`config.mk`:
```
export PLATFORM = sky130hd
export DESIGN_NAME = a2d_intf
export DESIGN_NICKNAME = d
export VERILOG_FILES = /design/src/rtl/a2d_pkg.sv /design/src/rtl/spi_mstr16.sv /design/src/rtl/a2d_intf.sv
export SDC_FILE = /design/constraint.sdc
export NUM_CORES = 1
export LEC_CHECK = 0
export CAP_MARGIN = 20
export CORE_ASPECT_RATIO = 1.75
export CORE_UTILIZATION = 60
export CTS_CLUSTER_DIAMETER = 40
export CTS_CLUSTER_SIZE = 12
export DETAILED_ROUTE_END_ITERATION = 16
export HOLD_SLACK_MARGIN = 0.05
export PLACE_DENSITY_LB_ADDON = 0.05
export SLEW_MARGIN = 20
export SYNTH_ARGS = -nofsm -noshare
export SYNTH_HDL_FRONTEND = slang
export SYNTH_SLANG_ARGS = --single-unit
```
`constraint.sdc`:
```
create_clock -name clk -period 5.9 [get_ports clk]
set_clock_uncertainty 0.05 [all_clocks]
set_input_delay 0.885 -clock clk [delete_from_list [all_inputs] [get_ports clk]]
set_output_delay 0.885 -clock clk [all_outputs]
set_load 0.02 [all_outputs]
```
`src/rtl/a2d_pkg.sv`:
```
// Shared constants, FSM state type and command-word helper for the A2D interface.
package a2d_pkg;

  localparam int SCLK_DIV_DEFAULT = 32;
  localparam int PORCH_LEN        = 16;
  localparam int GAP_LEN          = 32;
  localparam int XFER_BITS        = 16;
  localparam int CMD_CHNL_LSB     = 11;

  typedef enum logic [2:0] {
    IDLE,
    TX1,
    GAP,
    TX2,
    DONE
  } state_t;

  // The channel field sits in bits [13:11] of the command word; all other bits are zero.
  function automatic logic [15:0] chnl_cmd(input logic [2:0] chnl);
    return 16'(chnl) << CMD_CHNL_LSB;
  endfunction

endpackage

```
`src/rtl/spi_mstr16.sv`:
```
// One 16-bit SPI transaction: front porch, 16 SCLK periods (low then high), last high phase as back porch.
module spi_mstr16 #(
  parameter int SCLK_DIV = 32
) (
  input  logic        clk,
  input  logic        rst,
  input  logic        wrt,
  input  logic [15:0] cmd,
  input  logic        MISO,
  output logic        done,
  output logic [15:0] rd_data,
  output logic        SS_n,
  output logic        SCLK,
  output logic        MOSI
);
  import a2d_pkg::*;

  localparam int XFER_LEN = PORCH_LEN + XFER_BITS * SCLK_DIV;
  localparam int CNT_W    = $clog2(XFER_LEN);
  localparam int DIV_W    = $clog2(SCLK_DIV);

  localparam logic [CNT_W-1:0] LAST_CNT  = CNT_W'(XFER_LEN - 1);
  localparam logic [CNT_W-1:0] PORCH_CNT = CNT_W'(PORCH_LEN);
  localparam logic [CNT_W-1:0] LAST_FALL = CNT_W'(XFER_LEN - SCLK_DIV);
  localparam logic [DIV_W-1:0] FALL_PH   = DIV_W'(SCLK_DIV - 1);
  localparam logic [DIV_W-1:0] RISE_PH   = DIV_W'(SCLK_DIV / 2 - 1);

  logic             active;
  logic [CNT_W-1:0] cnt;
  logic [CNT_W-1:0] phase;
  logic [15:0]      tx_shft;
  logic [15:0]      rx_shft;
  logic             mosi_q;
  logic             fall_nxt;
  logic             rise_nxt;

  // Position inside the SCLK pattern, measured from the end of the front porch
  // (wraps negative during the porch, which the edge decodes below rely on).
  assign phase    = cnt - PORCH_CNT;
  assign fall_nxt = active && (phase[DIV_W-1:0] == FALL_PH) && (cnt < LAST_FALL);
  assign rise_nxt = active && (cnt >= PORCH_CNT) && (phase[DIV_W-1:0] == RISE_PH);

  assign done    = active && (cnt == LAST_CNT);
  assign SS_n    = ~active;
  assign SCLK    = ~(active && (cnt >= PORCH_CNT) && !phase[DIV_W-1]);
  assign MOSI    = mosi_q;
  assign rd_data = rx_shft;

  // Transaction counter and shift registers: MOSI moves on SCLK falls, MISO is captured on SCLK rises.
  always_ff @(posedge clk or posedge rst) begin
    if (rst) begin
      active  <= 1'b0;
      cnt     <= '0;
      tx_shft <= '0;
      rx_shft <= '0;
      mosi_q  <= 1'b0;
    end else if (!active) begin
      if (wrt) begin
        active  <= 1'b1;
        cnt     <= '0;
        tx_shft <= cmd;
        rx_shft <= '0;
        mosi_q  <= 1'b0;
      end
    end else begin
      if (done) begin
        active <= 1'b0;
        cnt    <= '0;
        mosi_q <= 1'b0;
      end else begin
        cnt <= cnt + CNT_W'(1);
      end
      if (fall_nxt) begin
        mosi_q  <= tx_shft[15];
        tx_shft <= {tx_shft[14:0], 1'b0};
      end
      if (rise_nxt) begin
        rx_shft <= {rx_shft[14:0], MISO};
      end
    end
  end

endmodule

```
`src/rtl/a2d_intf.sv`:
```
// A2D conversion sequencer: channel-select transaction, 32-clk gap, then a read transaction.
module a2d_intf #(
  parameter int SCLK_DIV = a2d_pkg::SCLK_DIV_DEFAULT
) (
  input  logic        clk,
  input  logic        rst,
  input  logic        strt_cnv,
  input  logic [2:0]  chnnl,
  output logic        cnv_cmplt,
  output logic [11:0] res,
  output logic        a2d_SS_n,
  output logic        SCLK,
  output logic        MOSI,
  input  logic        MISO
);
  import a2d_pkg::*;

  localparam int               GAP_W    = $clog2(GAP_LEN);
  localparam logic [GAP_W-1:0] GAP_LAST = GAP_W'(GAP_LEN - 1);

  state_t           state;
  state_t           nxt_state;
  logic [GAP_W-1:0] gap_cnt;
  logic             accept;
  logic             wrt;
  logic             done;
  logic [15:0]      cmd;
  logic [15:0]      rd_data;
  logic             unused_rd_hi;

  // The upper nibble of the read word carries no result data.
  assign unused_rd_hi = ^rd_data[15:12];
  assign accept       = (state == IDLE) && strt_cnv;

  // The channel is captured by the SPI command register on the accepting edge,
  // so later chnnl changes cannot reach the bus.
  spi_mstr16 #(
    .SCLK_DIV(SCLK_DIV)
  ) u_spi (
    .clk    (clk),
    .rst    (rst),
    .wrt    (wrt),
    .cmd    (cmd),
    .MISO   (MISO),
    .done   (done),
    .rd_data(rd_data),
    .SS_n   (a2d_SS_n),
    .SCLK   (SCLK),
    .MOSI   (MOSI)
  );

  // State register.
  always_ff @(posedge clk or posedge rst) begin
    if (rst) state <= IDLE;
    else     state <= nxt_state;
  end

  // Next-state decode; launches each transaction the cycle before slave select must fall.
  always_comb begin
    nxt_state = state;
    wrt       = 1'b0;
    cmd       = '0;
    unique case (state)
      IDLE: begin
        if (accept) begin
          wrt       = 1'b1;
          cmd       = chnl_cmd(chnnl);
          nxt_state = TX1;
        end
      end
      TX1:  if (done) nxt_state = GAP;
      GAP: begin
        if (gap_cnt == GAP_LAST) begin
          wrt       = 1'b1;
          nxt_state = TX2;
        end
      end
      TX2:  if (done) nxt_state = DONE;
      DONE: nxt_state = IDLE;
      default: nxt_state = IDLE;
    endcase
  end

  // Gap timer between the two transactions; idles at zero outside GAP.
  always_ff @(posedge clk or posedge rst) begin
    if (rst)                                     gap_cnt <= '0;
    else if (state == GAP && gap_cnt != GAP_LAST) gap_cnt <= gap_cnt + GAP_W'(1);
    else                                         gap_cnt <= '0;
  end

  // Completion flag and result: clear on acceptance, load once the read transaction has ended.
  always_ff @(posedge clk or posedge rst) begin
    if (rst) begin
      cnv_cmplt <= 1'b0;
      res       <= '0;
    end else if (accept) begin
      cnv_cmplt <= 1'b0;
    end else if (state == DONE) begin
      cnv_cmplt <= 1'b1;
      res       <= rd_data[11:0];
    end
  end

endmodule

```
After elaboration in Yosys (flattened, before gate mapping)
Index checks and enable logic that the tools add are counted.
{ "totals": {"latchBits": 0, "romBits": 0, "out_inout_bits": 16, "n_memories": 0, "in_bits": 7, "reg_bits": 61, "ramBits": 0, "elab_cells": 79} }
{ "op_classes": {"n_reduce_logical": 17, "n_lt_le_gt_ge": 2, "addsub": 3, "muxes": 29, "multipliers": 0, "eq_ne": 16, "n_shift": 0, "bitwise_logic": 3, "div": 0} }
{ "ops": {"columns": ["op", "count"], "rows": [
  ["16-bit 2-to-1 mux", 3],
  ["12-bit 2-to-1 mux", 3],
  ["10-bit 2-to-1 mux", 3],
  ["14-bit 2-to-1 mux", 2],
  ["3-bit 2-to-1 mux", 4],
  ["2-bit inequality test (second input constant)", 6],
  ["3-bit one-hot mux with 4 select lines", 1],
  ["1-bit 2-to-1 mux", 11],
  ["10-bit by 1-bit adder with 10-bit output (second input constant)", 1],
  ["10-bit equality test (second input constant)", 1],
  ["5-bit equality test (second input constant)", 2],
  ["10-bit by 5-bit >= comparator with 1-bit output (second input constant)", 1],
  ["10-bit by 9-bit < comparator with 1-bit output (second input constant)", 1],
  ["1-bit logical AND", 8],
  ["2-bit AND reduction", 4],
  ["3-bit by 2-bit equality test with 1-bit output (second input constant)", 2],
  ["5-bit by 1-bit adder with 5-bit output (second input constant)", 1],
  ["5-bit by 4-bit equality test with 1-bit output (second input constant)", 1],
  ["5-bit 2-to-1 mux", 1],
  ["5-bit inequality test (second input constant)", 1],
  ["5-bit subtractor (second input constant)", 1],
  ["4-bit AND reduction", 1],
  ["2-bit nonzero test", 2],
  ["3-bit by 1-bit equality test with 1-bit output (second input constant)", 1],
  ["6 further kinds", 8]
]} }

Logic depth before layout (Yosys ltp)
Gate-level depths: netlist of run 1.
{ "depth": {"depth_word": 6, "mapped_depth": 8, "mapped_depth_nobuf": 8} }

Modules after synthesis
Synthesis of run 1 repeated with hierarchy kept, for this count alone.
{ "hier_totals": {"cells_unflattened": 229, "area_unflattened_um2": 2944.1} }
{ "modules_own_cells": {"columns": ["module", "seq_area_each_um2", "instances", "area_per_inst_um2", "cells_each"], "rows": [
  ["spi_mstr16", 1101.1, 1, 2058.2, 163],
  ["a2d_intf", 525.5, 1, 885.8, 66]
]} }

Worst setup path after synthesis of run 1
OpenSTA, ideal clock, no wires.
{ "synth_timing": {"kind": "register to register", "from": "reg gap_cnt[0]", "to": "reg u_spi.tx_shft[12]", "path_buffers": 0, "t_arrival_ns": 1.902, "t_required_ns": 5.725, "setup_time_ns": 0.125, "stages_incl_launch_ff": 7, "period_less_slack_ns": 2.077, "setup_slack_ns": 3.823, "path_cell_list": "dfrtp_1 -> ha_1 -> and3_1 -> ha_1 -> mux2_2 -> a21oi_1 -> mux2_2"} }
{ "synth_via": {"elab_chain_len": 5} }
{ "synth_rtl": {"columns": ["item", "line_no", "text"], "rows": [
  ["start, declared", "a2d_intf.sv:23", "logic [GAP_W-1:0] gap_cnt;"],
  ["start signal, assigned", "a2d_intf.sv:87", "else if (state == GAP && gap_cnt != GAP_LAST) gap_cnt <= gap_cnt + GAP_W'(1);"],
  ["5-bit equality test", "a2d_intf.sv:73", "if (gap_cnt == GAP_LAST) begin"],
  ["1-bit 2-to-1 mux", "a2d_intf.sv:73", null],
  ["1-bit one-hot mux with 2 select lines", "a2d_intf.sv:63", "unique case (state)"],
  ["2-bit nonzero test (no line)", null, null],
  ["2-bit AND reduction (no line)", null, null],
  ["end signal, assigned", "spi_mstr16.sv:61", "tx_shft <= cmd;"],
  ["end signal, assigned", "spi_mstr16.sv:75", "tx_shft <= {tx_shft[14:0], 1'b0};"],
  ["end, declared", "spi_mstr16.sv:31", "logic [15:0] tx_shft;"]
]} }
Every way passes these cells.
A chain may end at the register's enable or synchronous reset.

Final worst setup path of run 1
{ "layout_timing": {"from": "reg u_spi.active", "to": "out a2d_SS_n"} }
{ "layout_via": {"elab_chain_len": 1} }
{ "layout_rtl": {"columns": ["item", "line_no", "text"], "rows": [
  ["start, declared", "spi_mstr16.sv:28", "logic active;"],
  ["start signal, assigned", "spi_mstr16.sv:52", "active <= 1'b0;"],
  ["start signal, assigned", "spi_mstr16.sv:59", "active <= 1'b1;"],
  ["start signal, assigned", "spi_mstr16.sv:67", "active <= 1'b0;"],
  ["1-bit inverter", "spi_mstr16.sv:44", "assign SS_n = ~active;"],
  ["end, declared", "a2d_intf.sv:11", "output logic a2d_SS_n,"]
]} }
Every way passes these cells.

==> results.cfg, run 1 <==
[routing]
drcViolationCount = 0
detail-route-antenna-nets = 0
via_per_inst = 5.90
wire_per_inst_um = 16.5
first_iter_violations = 40
finalWirelength_um = 4600
via_count = 1645
first_pass_iters = 4

[yosys]
synth_async_sr_flop_share_pct = 100
syn_avg_cell_area_um2 = 10.7
syn_inst = 211
synth_edf_count = 0
synth_area_um2 = 2260
yosysSeqAreaShare_pct = 55.3
synth_flop_cell = dfrtp_1
synth_warnings = 0
postSynthNetCount = 224
synthDistinctLibCells = 36
ys_seq_elements = 50

[final_layout]
area.growth.synth_to_final_pct = 15.8
drive_above_1_share_pct = 12.4
diodes = 0
fill_cells = 263
fin_nets = 245

[setup_path]
reg2reg_slack_ps = 3450
required_ps = 4970
crit_path_start = u_spi.active
crit_path_end_kind = output port
worstReg2RegStart = gap_cnt[0]
timing.rr.end = u_spi.cnt[9]
ff2ff_path_depth = 7
cp_max_fo = 17
arrival_ps = 1850
crit_type = flip-flop to output port
worst_setup_path_start_kind = flip-flop

[global_routing]
antenna_found_initial = 0
grt-ovfl-total = 0
grt_max_degree = 51
grt_pass1_wl_um = 8070
grt_pass1_vias = 1769
grt_usage_pct = 26.5

[power]
leakage_nw = 1.22
p_sw_share_pct = 29.9
internal_power_mw = 0.562
p_seq_share_pct = 56.2
power.switching_mw = 0.240
clkPwrFrac_pct = 30.0
combPwrFrac_pct = 13.8
peakVddDrop_mv = 0.305
power_mw = 0.802
powerDensity_nw_per_um2 = 306

[sta]
finalHoldViolations = 0
max-slew-margin-rel_pct = 38.5
fin_setup_tns_ps = 0
finalCritPeriodShare_pct = 47.2
tightestPinTransition_ps = 921
setup_violations = 0
drv_slew = 0
period_minus_slack_ps = 2790
fmax_mhz = 359
rsz0062_at_grt = false

[worst_hold_path]
hold_path_class = flip-flop to flip-flop
whs_path_depth = 1
hold_start = gap_cnt[0]
hold_end = gap_cnt[0]

[clocking]
cts_buffer_depth = 2
numCtsBuffers = 5
ctsResizeCount = 0
h-tree-depth = 2
worstSkewPairLatency_ps = 310
cts_tree = done
cts_root_buf = clkbuf_8
cts_hold_buf = 0
post_cts_buffers = 0
clk_pin_slew_worst_paths_ps = 80
cts_sinks = 50

[status]
status = finished clean

[floorplan]
die_h_um = 83.2
coreArea_um2 = 3630
die_area_um2 = 4030
io_pins = 23
die_w_um = 48.4
rows = 29
start_util_pct = 62.3

[placed_design]
port_buffers = 22
gp_congestion = 0.735
dp_hpwl_um = 3250

[flow_run]
drv_cap = 0
==> state kept, by name, indices dropped and copies added, names as in the netlist <==
name           count
u_spi.active       1
state              3
u_spi.cnt         10
u_spi.rd_data     12
u_spi.tx_shft      5
cnv_cmplt          1
res               12
gap_cnt            5
u_spi.MOSI         1
==> cells in the final DEF (no fill, tap or decap), types with 3 or more instances in the layout <==
cell and count:
ha_1 6, clkbuf_8 5, mux2_2 15, xor2_1 3, nand2_1 38, nor2_1 11
a22o_1 6, dfrtp_1 50, inv_1 6, or3_1 3, a21oi_1 4, clkdlybuf4s50_1 22
o21ai_0 8, nand2b_1 3, nand3_1 23
==> cells in the mapped netlist, types with 4 or more instances <==
library cell	number	share of area, %
dfrtp_1	50	55
ha_1	6	3.3
mux2_2	15	7.5
nand3_1	23	5.1
a21oi_1	4	0.88
clkbuf_1	5	0.83
inv_1	7	1.2
o21ai_0	8	1.8
nand2_1	38	6.3
nor2_1	11	1.8
a22o_1	6	2.3
==> cell type report <==
| cell class | instances | area [um^2] | area share, % |
|---|---|---|---|
| Clock buffer | 6 | 72.6 | 2.77 |
| Clock inverter | 2 | 37.5 | 1.43 |
| Inverter | 7 | 27.5 | 1.05 |
| Multi-Input combinational cell | 145 | 945 | 36.1 |
| Sequential cell | 50 | 1250 | 47.8 |
| Tap cell | 46 | 57.6 | 2.20 |
| Timing Repair Buffer | 23 | 228 | 8.70 |
==> cells by family (layout without fill, tap and decap cells) <==
| group | Yosys count | in the layout | share of synthesized area (%) |
|---|---|---|---|
| flip-flops | 50 | 50 | 55.3 |
| AND/OR/NAND/NOR | 95 | 95 | 20.9 |
| adder cells (fa/ha/maj) | 6 | 6 | 3.32 |
| buffers and inverters | 16 | 38 | 2.93 |
| AO/OA/AOI/OAI | 25 | 25 | 8.57 |
| multiplexers | 15 | 15 | 7.47 |
| XOR/XNOR | 4 | 4 | 1.55 |
==> power by group through the flow <==
stage | clock network (mW) | logic (mW) | registers (mW)
2_1_floorplan | 0 | 0.0988 | 0.429
3_3_place_gp | 0 | 0.105 | 0.451
3_5_place_dp | 0 | 0.113 | 0.457
4_1_cts | 0.244 | 0.113 | 0.450
5_1_grt | 0.257 | 0.126 | 0.459
6_report | 0.240 | 0.111 | 0.451
==> critical path: stages (launching register included) <==
cell and delay, ps:
dfrtp_1 760, inv_1 200, clkdlybuf4s50_1 590
==> metal layers <==
metal	wire length, um	GRT usage (%)	vias to the layer above
met3	90	4.40	5
met1	1820	28.0	841
met2	2610	50.4	25
met5	0	0	-
li1	-	-	774
met4	78	10.4	0
==> worst max-delay path by stage <==
stage	endpoint	cells after the start	slack [ps]
finish	a2d_SS_n	2	3110
detailed placement	u_spi.cnt[9]	5	3120
CTS	a2d_SS_n	2	3110
global route	a2d_SS_n	2	3040
floorplan	cnv_cmplt	1	3760
global placement	u_spi.cnt[9]	5	3230
==> through the flow <==
step / worst slack (ps) / area (um^2) / hold slack [ps] / utilization, % / std cells
finish: 3110 / 2620 / 440 / 72.2 / 279
global route: 3040 / 2620 / 459 / 72.2 / 279
CTS: 3110 / 2620 / 439 / 72.1 / 279
detailed placement: 3120 / 2510 / 429 / 69.1 / 271
global placement: 3230 / 2510 / 394 / 69.1 / 271
floorplan: 3760 / 2260 / 382 / - / 211
Note: power is estimated with default switching activity, not from simulation.
==> run 2, diff against run 1 <==
--- a/config.mk
+++ b/config.mk
@@ -7,7 +7,7 @@
 export LEC_CHECK = 0
 export CAP_MARGIN = 20
 export CORE_ASPECT_RATIO = 1.75
-export CORE_UTILIZATION = 60
+export CORE_UTILIZATION = 50
 export CTS_CLUSTER_DIAMETER = 40
 export CTS_CLUSTER_SIZE = 12
 export DETAILED_ROUTE_END_ITERATION = 16
==> constraint.sdc (replaced) <==
create_clock -name clk -period 2.4 [get_ports clk]
set_clock_uncertainty 0.05 [all_clocks]
set_input_delay 0.36 -clock clk [delete_from_list [all_inputs] [get_ports clk]]
set_output_delay 0.36 -clock clk [all_outputs]
set_load 0.02 [all_outputs]
==> run 2 against run 1 <==
  * Sequential power rose by 140%
  * Flip-flop and latch count did not move
  * Largest power group unchanged
  * Sequential share of layout area fell by 0.52 points
  * Routed wire length fell by 2.2%
  * Register-to-register slack got worse by 3300 ps
  * Critical endpoint is now u_spi.tx_shft[12]
  * Utilization fell by 12 points
  * First-iteration DRC count fell by 55%
  * Count of clock-buffer cells in the layout rose by 1
  * Setup slack got worse by 3000 ps
==> results.cfg, run 2 (synthesis results as in run 1) <==
[global_routing]
grt_max_degree = 51
grt_usage_pct = 21.2
antenna_found_initial = 0
grt-ovfl-total = 0
grt_pass1_vias = 1713
grt_pass1_wl_um = 7560

[floorplan]
die_h_um = 91.0
start_util_pct = 51.8
rows = 32
io_pins = 23
die_area_um2 = 4810
coreArea_um2 = 4360
die_w_um = 52.8

[final_layout]
fin_nets = 250
fill_cells = 387
drive_above_1_share_pct = 14.7
layout_commonest_cell = dfrtp_1
diodes = 0
area.growth.synth_to_final_pct = 17.0
multi_input_area_um2 = 950
fin_util_pct = 60.7
layout_common_cells = dfrtp_1, nand2_1, nand3_1
finalInstanceArea_um2 = 2650
regArea_um2 = 1250

[sta]
finalHoldViolations = 0
finalCritPeriodShare_pct = 93.9
period_minus_slack_ps = 2250
max-slew-margin-rel_pct = 56.1
rsz0062_at_grt = false
fmax_mhz = 444
drv_slew = 0
fin_setup_tns_ps = 0
setup_violations = 0
fin_hold_ws_ps = 424
tightestPinTransition_ps = 652

[routing]
first_iter_violations = 18
wire_per_inst_um = 15.5
finalWirelength_um = 4490
drcViolationCount = 0
first_pass_iters = 4
via_per_inst = 5.57
detail-route-antenna-nets = 0
via_count = 1611

[setup_path]
arrival_ps = 2380
crit_path_end_kind = flip-flop
worst_setup_path_start_kind = flip-flop
crit_type = flip-flop to flip-flop
required_ps = 2530
cp_max_fo = 5

[clocking]
worstSkewPairLatency_ps = 290
cts_tree = done
cts_hold_buf = 0
numCtsBuffers = 5
h-tree-depth = 2
cts_sinks = 50
cts_root_buf = clkbuf_8
ctsResizeCount = 0
post_cts_buffers = 0
clk_pin_slew_worst_paths_ps = 80
cts_buffer_depth = 2

[placed_design]
port_buffers = 22
placed_cell_area_um2 = 2560
gp_congestion = 0.762
dp_hpwl_um = 3310

[worst_hold_path]
hold_path_class = flip-flop to flip-flop

[power]
leakage_nw = 1.24
peakVddDrop_mv = 0.705
power_mw = 1.88
powerDensity_nw_per_um2 = 709

[flow_run]
drv_cap = 0

[status]
status = finished clean
[run 2: area by class of cell]
class,count,area share [%]
repair buffers,28,10.0
well taps,51,2.41
clock inverters,1,0.189
flip-flops and latches,50,47.3
clock buffers,7,3.26
inverters,7,0.992
multi-input cells,145,35.9
[run 2: through the flow]
stage	cells	worst slack, ps
after floorplan	211	323
after global placement	281	213
after detailed placement	281	134
after CTS	289	127
after global routing	289	10.3
final	289	146
[run 2: path summary, 6_finish.rpt]
check                           start                 to  slack [ps]  depth (start not counted)
min in group asynchronous         rst             res[6]         490                          3
setup / recovery           gap_cnt[0]  u_spi.tx_shft[12]         150                          6
setup reg to reg           gap_cnt[0]  u_spi.tx_shft[12]         150                          6
hold reg to reg            gap_cnt[0]         gap_cnt[0]         420                          1
max in group asynchronous         rst  u_spi.tx_shft[13]        1390                          3
hold / removal             gap_cnt[0]         gap_cnt[0]         420                          1
[run 2: report_power, final]
group	internal (mW)	switching [mW]	leakage (nW)	total, mW
Combinational	0.134	0.180	0.540	0.314
Sequential	0.952	0.129	0.650	1.08
Clock	0.233	0.249	0.0482	0.481
[run 2: worst max-delay path: stages, from the launching register on]
cell and delay [ps]:
dfrtp_1 400, ha_1 230, and3_1 190, ha_1 200
mux2_2 310, a21oi_1 380, mux2_2 390
[run 2: routing by layer]
metal	share of wire, %	GRT usage, %	vias up
li1	-	-	780
met1	39	22.0	808
met2	58	39.8	19
met3	1.8	3.69	4
met4	1.1	7.46	0
met5	0	0	-
==> run 3, diff against run 2 <==
==> constraint.sdc (replaced) <==
create_clock -name clk -period 2.4 [get_ports clk]
set_clock_uncertainty 0.05 [all_clocks]
set_input_delay 0.36 -clock clk [delete_from_list [all_inputs] [get_ports clk]]
set_output_delay 0.36 -clock clk [all_outputs]
set_load 0.1 [all_outputs]
==> run 3 against run 2 <==
  * Routed wire length fell by 1.0%
  * Setup slack got worse by 14 ps
  * Count of clock-buffer cells in the layout down 1
  * Critical path depth up 2
  * Highest routed layer unchanged
  * Sequential share of layout area rose by 0.38 points
  * Via count fell by 1.2%
  * First-iteration DRC count rose by 67%
  * Critical endpoint is now u_spi.tx_shft[13]
  * Utilization fell by 0.49 points
  * Total power grew 7.1%
  * Cell area decreased by 0.80%
==> results.cfg, run 3 (synthesis results as in run 1) <==
[setup_path]
required_ps = 2540
crit_path_start = u_spi.cnt[0]
cp_max_fo = 6
crit_type = flip-flop to flip-flop
arrival_ps = 2400
worstReg2RegStart = u_spi.cnt[0]
crit_path_end_kind = flip-flop
worst_setup_path_start_kind = flip-flop

[sta]
tightestPinTransition_ps = 641
fmax_mhz = 441
drv_slew = 0
period_minus_slack_ps = 2270
finalHoldViolations = 0
fin_setup_tns_ps = 0
setup_violations = 0
finalCritPeriodShare_pct = 94.5
rsz0062_at_grt = false
max-slew-margin-rel_pct = 56.9

[clocking]
cts_tree = done
cts_root_buf = clkbuf_8
worstSkewPairLatency_ps = 300
cts_buffer_depth = 2
numCtsBuffers = 5
ctsResizeCount = 0
cts_hold_buf = 0
post_cts_buffers = 0
clk_pin_slew_worst_paths_ps = 90
h-tree-depth = 2
cts_sinks = 50

[status]
status = finished clean

[floorplan]
io_pins = 23
coreArea_um2 = 4360
start_util_pct = 51.8
die_w_um = 52.8
rows = 32
die_area_um2 = 4810
die_h_um = 91.0

[worst_hold_path]
hold_start = gap_cnt[0]
hold_path_class = flip-flop to flip-flop

[global_routing]
grt-ovfl-total = 0
grt_pass1_wl_um = 7580
antenna_found_initial = 0
grt_usage_pct = 21.1
grt_pass1_vias = 1678
grt_max_degree = 51

[placed_design]
gp_congestion = 0.733
dp_hpwl_um = 3240
placed_cell_area_um2 = 2520
port_buffers = 22

[power]
peakVddDrop_mv = 0.538
leakage_nw = 1.27
powerDensity_nw_per_um2 = 765

[routing]
wire_per_inst_um = 15.4
drcViolationCount = 0
detail-route-antenna-nets = 0
via_per_inst = 5.51
via_count = 1591
first_pass_iters = 4
finalWirelength_um = 4450
first_iter_violations = 30

[flow_run]
drv_cap = 0

[final_layout]
drive_above_1_share_pct = 21.4
fin_nets = 250
area.growth.synth_to_final_pct = 16.1
finalInstanceArea_um2 = 2630
diodes = 0
layout_common_cells = dfrtp_1, nand2_1, nand3_1
layout_commonest_cell = dfrtp_1
==> run 3: final timing paths <==
| path | cells past startpoint | to | slack, ps |
|---|---|---|---|
| worst max-delay path | 8 | u_spi.tx_shft[13] | 130 |
| worst min-delay path | 1 | gap_cnt[0] | 430 |
| worst max register to register | 8 | u_spi.tx_shft[13] | 130 |
| worst min register to register | 1 | gap_cnt[0] | 430 |
| max in group asynchronous | 3 | u_spi.cnt[7] | 1390 |
| min in group asynchronous | 3 | res[5] | 480 |
==> run 3: report_power, final <==
part           total (mW)  internal, mW  switching (mW)
sequential           1.08         0.952           0.124
combinational       0.348         0.132           0.216
clock               0.586         0.311           0.275
total                2.01          1.39           0.615
==> run 3: area by class of cell <==
cell class	count	area (um^2)
tap	51	63.8
sequential	50	1250
clock buffer	6	72.6
inverter	7	26.3
clock inverter	2	37.5
fill	380	1740
multi-input combinational	145	950
timing repair buffer	28	225
==> run 3: metal layers <==
metal,vias to the layer above,GRT usage [%],part of all wire (%)
met5,-,0,0
met4,0,5.92,1.3
met3,5,4.02,2.1
met2,20,38.0,56
met1,785,24.2,41
li1,781,-,-
==> run 3: critical path: stages, from the launching register on <==
cell and delay [ps]:
dfrtp_1 450, ha_1 260, nand3_1 160, inv_1 110, ha_1 190, nand3b_1 80
a21oi_1 90, a21oi_1 390, mux2_2 390
==> run 3: through the flow <==
stage | setup WS (ps) | power, mW | hold WS, ps | std cells | utilization [%]
5_1_grt | 16.7 | 2.12 | 468 | 289 | 60.2
3_5_place_dp | 125 | 1.44 | 424 | 281 | 57.7
6_report | 132 | 2.01 | 427 | 289 | 60.2
4_1_cts | 115 | 2.02 | 437 | 289 | 60.2
2_1_floorplan | 323 | 1.33 | 382 | 211 | -
3_3_place_gp | 210 | 1.42 | 392 | 281 | 57.7
